<file path="src/rtl/letter_tx_scheduler_pkg.sv">
// Shared definitions for the enigma letter path: letter width, buffer depth
// and the transmit scheduler state encoding.
package enigma_pkg;

    localparam int unsigned LETTER_W     = 5;
    localparam int unsigned LETTER_DEPTH = 1000;

    typedef logic [LETTER_W-1:0] letter_t;

    typedef enum logic [2:0] {
        IDLE,
        FETCH,
        SEND,
        WAIT_START,
        WAIT_DONE
    } tx_sched_state_t;

endpackage

</file>
<file path="src/rtl/letter_tx_scheduler_if.sv">
// Letter BRAM port addressing plus the ir_transmitter valid/busy handshake.
interface letter_tx_scheduler_if #(
    parameter int unsigned ADDR_W = 11
);
    logic              wr_valid_in;
    logic              wr_ready_out;
    logic              wr_en_out;
    logic [ADDR_W-1:0] wr_addr_out;
    logic [ADDR_W-1:0] rd_addr_out;
    logic              tx_valid_out;
    logic              tx_busy_in;

    modport master (
        input  wr_valid_in,
        input  tx_busy_in,
        output wr_ready_out,
        output wr_en_out,
        output wr_addr_out,
        output rd_addr_out,
        output tx_valid_out
    );

    modport slave (
        output wr_valid_in,
        output tx_busy_in,
        input  wr_ready_out,
        input  wr_en_out,
        input  wr_addr_out,
        input  rd_addr_out,
        input  tx_valid_out
    );
endinterface

</file>
<file path="src/rtl/letter_tx_scheduler_wrap_counter.sv">
// Modulo-DEPTH pointer with increment and synchronous clear; DEPTH need not
// be a power of two.
module wrap_counter #(
    parameter int unsigned DEPTH = 1000,
    parameter int unsigned W     = 11
) (
    input  logic         clk_in,
    input  logic         rst_in,
    input  logic         clear_in,
    input  logic         inc_in,
    output logic [W-1:0] value_out
);

    logic [W-1:0] value_q;

    always_ff @(posedge clk_in or posedge rst_in) begin
        if (rst_in) begin
            value_q <= '0;
        end else if (clear_in) begin
            value_q <= '0;
        end else if (inc_in) begin
            value_q <= (value_q == W'(DEPTH - 1)) ? '0 : value_q + 1'b1;
        end
    end

    assign value_out = value_q;

endmodule

</file>
<file path="src/rtl/letter_tx_scheduler.sv">
// Sequences stored letters from the letter BRAM to ir_transmitter: owns both
// BRAM pointers, occupancy, and the one-valid-per-letter busy handshake.
module letter_tx_scheduler
    import enigma_pkg::*;
#(
    parameter int unsigned DEPTH        = LETTER_DEPTH,
    parameter int unsigned ADDR_W       = 11,
    parameter int unsigned READ_LATENCY = 2,
    parameter int unsigned BUSY_TIMEOUT = 1024
) (
    input  logic                  clk_in,
    input  logic                  rst_in,
    input  logic                  clear_in,
    input  logic                  enable_in,
    letter_tx_scheduler_if.master tx_if,
    output logic [ADDR_W-1:0]     count_out,
    output logic                  full_out,
    output logic                  empty_out,
    output logic                  overflow_out,
    output logic                  timeout_out
);

    // FETCH and WAIT_START never overlap, so one timer serves both waits.
    localparam int unsigned TMR_MAX = (BUSY_TIMEOUT > READ_LATENCY) ? BUSY_TIMEOUT : READ_LATENCY;
    localparam int unsigned TMR_W   = $clog2(TMR_MAX + 1);

    tx_sched_state_t   state, state_nxt;
    logic [TMR_W-1:0]  tmr_q, tmr_nxt;
    logic [ADDR_W-1:0] count_q;
    logic              overflow_q;
    logic              timeout_q;
    logic              wr_en;
    logic              pop;
    logic              to_fire;

    assign full_out  = (count_q == ADDR_W'(DEPTH));
    assign empty_out = (count_q == '0);
    assign wr_en     = tx_if.wr_valid_in && !full_out;

    wrap_counter #(.DEPTH(DEPTH), .W(ADDR_W)) u_wr_ptr (
        .clk_in    (clk_in),
        .rst_in    (rst_in),
        .clear_in  (clear_in),
        .inc_in    (wr_en),
        .value_out (tx_if.wr_addr_out)
    );

    wrap_counter #(.DEPTH(DEPTH), .W(ADDR_W)) u_rd_ptr (
        .clk_in    (clk_in),
        .rst_in    (rst_in),
        .clear_in  (clear_in),
        .inc_in    (pop),
        .value_out (tx_if.rd_addr_out)
    );

    always_comb begin
        state_nxt = state;
        tmr_nxt   = tmr_q;
        pop       = 1'b0;
        to_fire   = 1'b0;
        unique case (state)
            IDLE: begin
                if (enable_in && !empty_out) begin
                    state_nxt = FETCH;
                    tmr_nxt   = '0;
                end
            end
            FETCH: begin
                if (tmr_q == TMR_W'(READ_LATENCY - 1)) begin
                    state_nxt = SEND;
                end else begin
                    tmr_nxt = tmr_q + 1'b1;
                end
            end
            SEND: begin
                pop       = 1'b1;
                tmr_nxt   = '0;
                state_nxt = WAIT_START;
            end
            WAIT_START: begin
                if (tx_if.tx_busy_in) begin
                    state_nxt = WAIT_DONE;
                end else if (tmr_q == TMR_W'(BUSY_TIMEOUT - 1)) begin
                    state_nxt = IDLE;
                    to_fire   = 1'b1;
                end else begin
                    tmr_nxt = tmr_q + 1'b1;
                end
            end
            WAIT_DONE: begin
                if (!tx_if.tx_busy_in) begin
                    state_nxt = IDLE;
                end
            end
            default: state_nxt = IDLE;
        endcase
    end

    always_ff @(posedge clk_in or posedge rst_in) begin
        if (rst_in) begin
            state      <= IDLE;
            tmr_q      <= '0;
            count_q    <= '0;
            overflow_q <= 1'b0;
            timeout_q  <= 1'b0;
        end else if (clear_in) begin
            state      <= IDLE;
            tmr_q      <= '0;
            count_q    <= '0;
            overflow_q <= 1'b0;
            timeout_q  <= 1'b0;
        end else begin
            state <= state_nxt;
            tmr_q <= tmr_nxt;
            unique case ({wr_en, pop})
                2'b10:   count_q <= count_q + 1'b1;
                2'b01:   count_q <= count_q - 1'b1;
                default: count_q <= count_q;
            endcase
            if (tx_if.wr_valid_in && full_out) begin
                overflow_q <= 1'b1;
            end
            if (to_fire) begin
                timeout_q <= 1'b1;
            end
        end
    end

    assign count_out          = count_q;
    assign overflow_out       = overflow_q;
    assign timeout_out        = timeout_q;
    assign tx_if.wr_ready_out = !full_out;
    assign tx_if.wr_en_out    = wr_en;
    assign tx_if.tx_valid_out = (state == SEND);

endmodule

</file>
<file path="src/flat_wrapper.sv">
// flat-port wrapper written by rule: the top's interface ports become plain ports
module letter_tx_scheduler_flat import enigma_pkg::*;
#(
    parameter int unsigned DEPTH        = LETTER_DEPTH,
    parameter int unsigned ADDR_W       = 11,
    parameter int unsigned READ_LATENCY = 2,
    parameter int unsigned BUSY_TIMEOUT = 1024
)
  (clk_in, rst_in, clear_in, enable_in, count_out, full_out, empty_out, overflow_out, timeout_out, tx_if_wr_valid_in, tx_if_tx_busy_in, tx_if_wr_ready_out, tx_if_wr_en_out, tx_if_wr_addr_out, tx_if_rd_addr_out, tx_if_tx_valid_out);
  letter_tx_scheduler_if #(.ADDR_W(ADDR_W)) tx_if_i ();
  input  logic clk_in;
  input  logic rst_in;
  input  logic clear_in;
  input  logic enable_in;
  output logic [ADDR_W-1:0] count_out;
  output logic full_out;
  output logic empty_out;
  output logic overflow_out;
  output logic timeout_out;
  input wire logic [$bits(tx_if_i.wr_valid_in)-1:0] tx_if_wr_valid_in;
  input wire logic [$bits(tx_if_i.tx_busy_in)-1:0] tx_if_tx_busy_in;
  output wire logic [$bits(tx_if_i.wr_ready_out)-1:0] tx_if_wr_ready_out;
  output wire logic [$bits(tx_if_i.wr_en_out)-1:0] tx_if_wr_en_out;
  output wire logic [$bits(tx_if_i.wr_addr_out)-1:0] tx_if_wr_addr_out;
  output wire logic [$bits(tx_if_i.rd_addr_out)-1:0] tx_if_rd_addr_out;
  output wire logic [$bits(tx_if_i.tx_valid_out)-1:0] tx_if_tx_valid_out;
  assign tx_if_i.wr_valid_in = tx_if_wr_valid_in;
  assign tx_if_i.tx_busy_in = tx_if_tx_busy_in;
  assign tx_if_wr_ready_out = tx_if_i.wr_ready_out;
  assign tx_if_wr_en_out = tx_if_i.wr_en_out;
  assign tx_if_wr_addr_out = tx_if_i.wr_addr_out;
  assign tx_if_rd_addr_out = tx_if_i.rd_addr_out;
  assign tx_if_tx_valid_out = tx_if_i.tx_valid_out;
  letter_tx_scheduler #(.DEPTH(DEPTH), .ADDR_W(ADDR_W), .READ_LATENCY(READ_LATENCY), .BUSY_TIMEOUT(BUSY_TIMEOUT)) u_core (.clk_in(clk_in), .rst_in(rst_in), .clear_in(clear_in), .enable_in(enable_in), .tx_if(tx_if_i), .count_out(count_out), .full_out(full_out), .empty_out(empty_out), .overflow_out(overflow_out), .timeout_out(timeout_out));
endmodule
</file>
<file path="config.mk">
export PLATFORM = sky130hd
export DESIGN_NAME = letter_tx_scheduler_flat
export DESIGN_NICKNAME = d
export VERILOG_FILES = /design/src/rtl/letter_tx_scheduler_pkg.sv /design/src/rtl/letter_tx_scheduler_if.sv /design/src/rtl/letter_tx_scheduler_wrap_counter.sv /design/src/rtl/letter_tx_scheduler.sv /design/src/flat_wrapper.sv
export SDC_FILE = /design/constraint.sdc
export NUM_CORES = 1
export LEC_CHECK = 0
export BUFFER_PORTS_ARGS = -buffer_cell sky130_fd_sc_hd__buf_2
export CAP_MARGIN = 10
export CELL_PAD_IN_SITES_DETAIL_PLACEMENT = 0
export CELL_PAD_IN_SITES_GLOBAL_PLACEMENT = 2
export CORE_MARGIN = 2
export CORE_UTILIZATION = 37
export CTS_CLUSTER_DIAMETER = 150
export DETAILED_ROUTE_END_ITERATION = 8
export PLACE_DENSITY_LB_ADDON = 0.1
export SYNTH_ARGS = -nofsm -noshare
export SYNTH_HDL_FRONTEND = slang
export SYNTH_HIERARCHICAL = 1
export SYNTH_SLANG_ARGS = --single-unit
</file>
<file path="constraint.sdc">
create_clock -name clk_in -period 5.9 [get_ports clk_in]
set_clock_uncertainty 0.15 [all_clocks]
set_input_delay 0 -clock clk_in [delete_from_list [all_inputs] [get_ports clk_in]]
set_output_delay 0 -clock clk_in [all_outputs]
set_load 0.03 [all_outputs]
</file>
==> results_dict.tcl <==
set metrics [dict create \
    result_of_the_run "finished clean" \
    synthesis.area_um2 3030 \
    die_area_um2 8930 \
    drt.antenna.violating_nets 0 \
    tns_ps 0 \
    first_pass_grt_wire_length_mm 12.1 \
    max_cap_viol_count 0 \
    cts_repair_resize_count 0 \
    worst_skew_pair.late_latency_ps 310 \
    final_report_max_slew_violation_count 0 \
    unrepaired_setup_endpoints_after_global_routing "false" \
    first_global_vias 2501 \
    proportion_of_power_drawn_by_flip_flops_and_latches 0.530 \
    holdWs_ps 11.6 \
    synth.most_common_cell "dfrtp_1" \
    critical_path_class "register to register" \
    clockBufferDepth 2 \
    comb_power_share 0.155 \
    post-route-period-util 0.675 \
    die_w_um 94.5 \
    cts_sinks 49 \
    yosys_top_cell_area_share 0.405 \
    clk_transition_reported_paths_ps 100 \
    synth_enable_flop_cells 0 \
    finalWeightedCongestion 0.789 \
    path_max_fanout 9 \
    ir_worst_vdd_mv 0.0969 \
    grt_max_degree 28 \
    remaining_drc_errors 0 \
    ys_top_cells_by_area "dfrtp_1 (40%), nor2_1 (5.8%), ha_1 (5.4%)" \
    setup-violations-final 0 \
    detail_route.vias_per_cell 5.23 \
    synth_net_count 372 \
    initial_cell_density_of_the_core 0.374 \
    clock_tree_from_tritoncts "done" \
    crit_path_start_kind "register" \
    p_clk_frac 0.316 \
    net-switching-power_w 0.000208 \
    gr_util_all_layers 0.170 \
    gr-total-overflow 0 \
    syn_area_per_cell_um2 8.61 \
    static-leakage-power_nw 1.65 \
    wl_mm 7.42 \
    power_per_cell_area_nw_per_um2 192 \
    synth_sequential_area_ratio 0.405 \
    nets 421 \
    numCtsBuffers 5 \
    worst_pin_slew_ps 816 \
    floorplan.die.height_um 94.5 \
    core_occupancy_in_the_finished_layout 0.430 \
    asyncSetResetFlopFracSynth 1.00 \
    dp_slack_ps 1910 \
    grt_antenna_before_repair 0 \
    layout-area-overhead-vs-synth_pct 14.8 \
    ys.warnings.count 6 \
    drt_first_pass_iters 4 \
    netSwitchingFraction 0.311 \
    synth.distinct_cells 51 \
    period_minus_slack_ps 3980 \
    place.port_buffers 45 \
    detail_route.iter0.violations 91 \
    cts-hold-fix-buffers 3 \
    layout_setup_ws_ps 1920 \
    floorplan.rows 33 \
    p_total_w 0.000669 \
    wl_per_cell_um 14.6 \
    insertedDiodeCount 0 \
    fmaxAchievable_mhz 251 \
    cts.repair_timing.setup_buffer_count 0 \
    drive_gt1_frac 0.172 \
    timing.critical_path.to_type "register" \
    clock-root-buffer "clkbuf_8" \
    synth_commonest_cells "dfrtp_1 (49), nor2_1 (47), nand2_1 (42)" \
    cts_max_level 2 \
    synth.largest_area_cell "dfrtp_1" \
    postSynthCellCount 352 \
    cp.arrival_ps 4050 \
    hold_violations 0 \
    hpwl_mm 5.27 \
    required_ps 5960 \
    postSynthRegisterBits 49 \
    power_report.internal_total_w 0.000461 \
    max-slew-margin-rel 0.456 \
    io-pin-count 46 \
    postSynth.topFlopCell "dfrtp_1" \
    hold_class "primary input to register" \
    dr_total_vias 2651 \
    core_area_um2 8090 \
]
-- layer usage --
layer | routed length [µm] | share of wire | GRT usage | up-vias
met2 | 3460 | 0.47 | 0.271 | 38
met4 | 76 | 0.010 | 0.0447 | 0
met5 | 0 | 0 | 0 | -
li1 | - | - | - | 1342
met1 | 3620 | 0.49 | 0.239 | 1267
met3 | 258 | 0.035 | 0.0295 | 4
-- area by class of cell --
cell class / count / area, µm²
Clock buffer: 5 / 68.8
Clock inverter: 3 / 21.3
Fill cell: 844 / 4610
Inverter: 17 / 63.8
Multi-Input combinational cell: 279 / 1700
Sequential cell: 49 / 1230
Tap cell: 105 / 131
Timing Repair Buffer: 49 / 263
-- through the flow --
step / cell area (µm²) / instances
5_1_grt: 3480 / 507
4_1_cts: 3480 / 507
3_5_place_dp: 3360 / 496
3_3_place_gp: 3360 / 496
6_report: 3480 / 507
2_1_floorplan: 3030 / 352
-- worst max-delay path, cell delays in order (launching register included) --
cell and delay, ps:
dfrtp_1 440, or4_4 580, nor4_4 320, nand2b_1 400
nand2_1 160, inv_1 270, ha_1 300, a211oi_1 380
o211ai_1 190, a31o_2 260, a21oi_1 170, xnor2_1 80
a21o_1 170
-- state kept, by name (all words and copies together) (netlist names) --
register,count
u_core/state,3
u_core/tmr_q,11
u_core/u_rd_ptr/value_out,11
u_core/count_out,11
u_core/timeout_out,1
u_core/u_wr_ptr/value_out,11
u_core/overflow_out,1
-- cells in the final DEF, fill, tap and decap left out, types with 14 or more instances in the layout --
cell | netlist | routed
a21oi_1 | 18 | 18
buf_2 | 1 | 45
dfrtp_1 | 49 | 49
nand2_1 | 42 | 42
nand3_1 | 18 | 18
nor2_1 | 47 | 47
inv_1 | 17 | 17
xnor2_1 | 17 | 17
o21ai_0 | 25 | 25
nor3_1 | 14 | 14
-- worst paths after layout --
| path | from | end | slack, ps | cells after the start |
|---|---|---|---|---|
| hold / removal | clear_in | u_core/u_wr_ptr/value_out[2] | 10 | 2 |
| setup / recovery | u_core/count_out[1] | u_core/count_out[9] | 1920 | 12 |
| hold reg to reg | u_core/tmr_q[8] | u_core/tmr_q[8] | 360 | 1 |
| min in group asynchronous | rst_in | u_core/u_wr_ptr/value_out[4] | 110 | 3 |
| setup reg to reg | u_core/count_out[1] | u_core/count_out[9] | 1920 | 12 |
| max in group asynchronous | rst_in | u_core/state[0] | 5120 | 4 |
-- kinds of logic after synthesis --
| family | Yosys count | synth area share |
|---|---|---|
| compound gates | 76 | 0.158 |
| buf+inv | 24 | 0.0326 |
| simple gates | 167 | 0.271 |
| flops | 49 | 0.405 |
| mux | 1 | 0.00330 |
| fa+ha+maj | 14 | 0.0603 |
| xor+xnor | 21 | 0.0694 |
-- power by group through the flow --
| stage | sequential (W) | combinational (W) | clock [W] |
|---|---|---|---|
| 6_report | 0.000355 | 0.000104 | 0.000211 |
| 2_1_floorplan | 0.000368 | 0.0000672 | 0 |
| 4_1_cts | 0.000355 | 0.000106 | 0.000220 |
| 3_3_place_gp | 0.000361 | 0.000104 | 0 |
| 5_1_grt | 0.000356 | 0.000115 | 0.000235 |
| 3_5_place_dp | 0.000361 | 0.000104 | 0 |
Note: power is estimated with default switching activity, not from simulation.
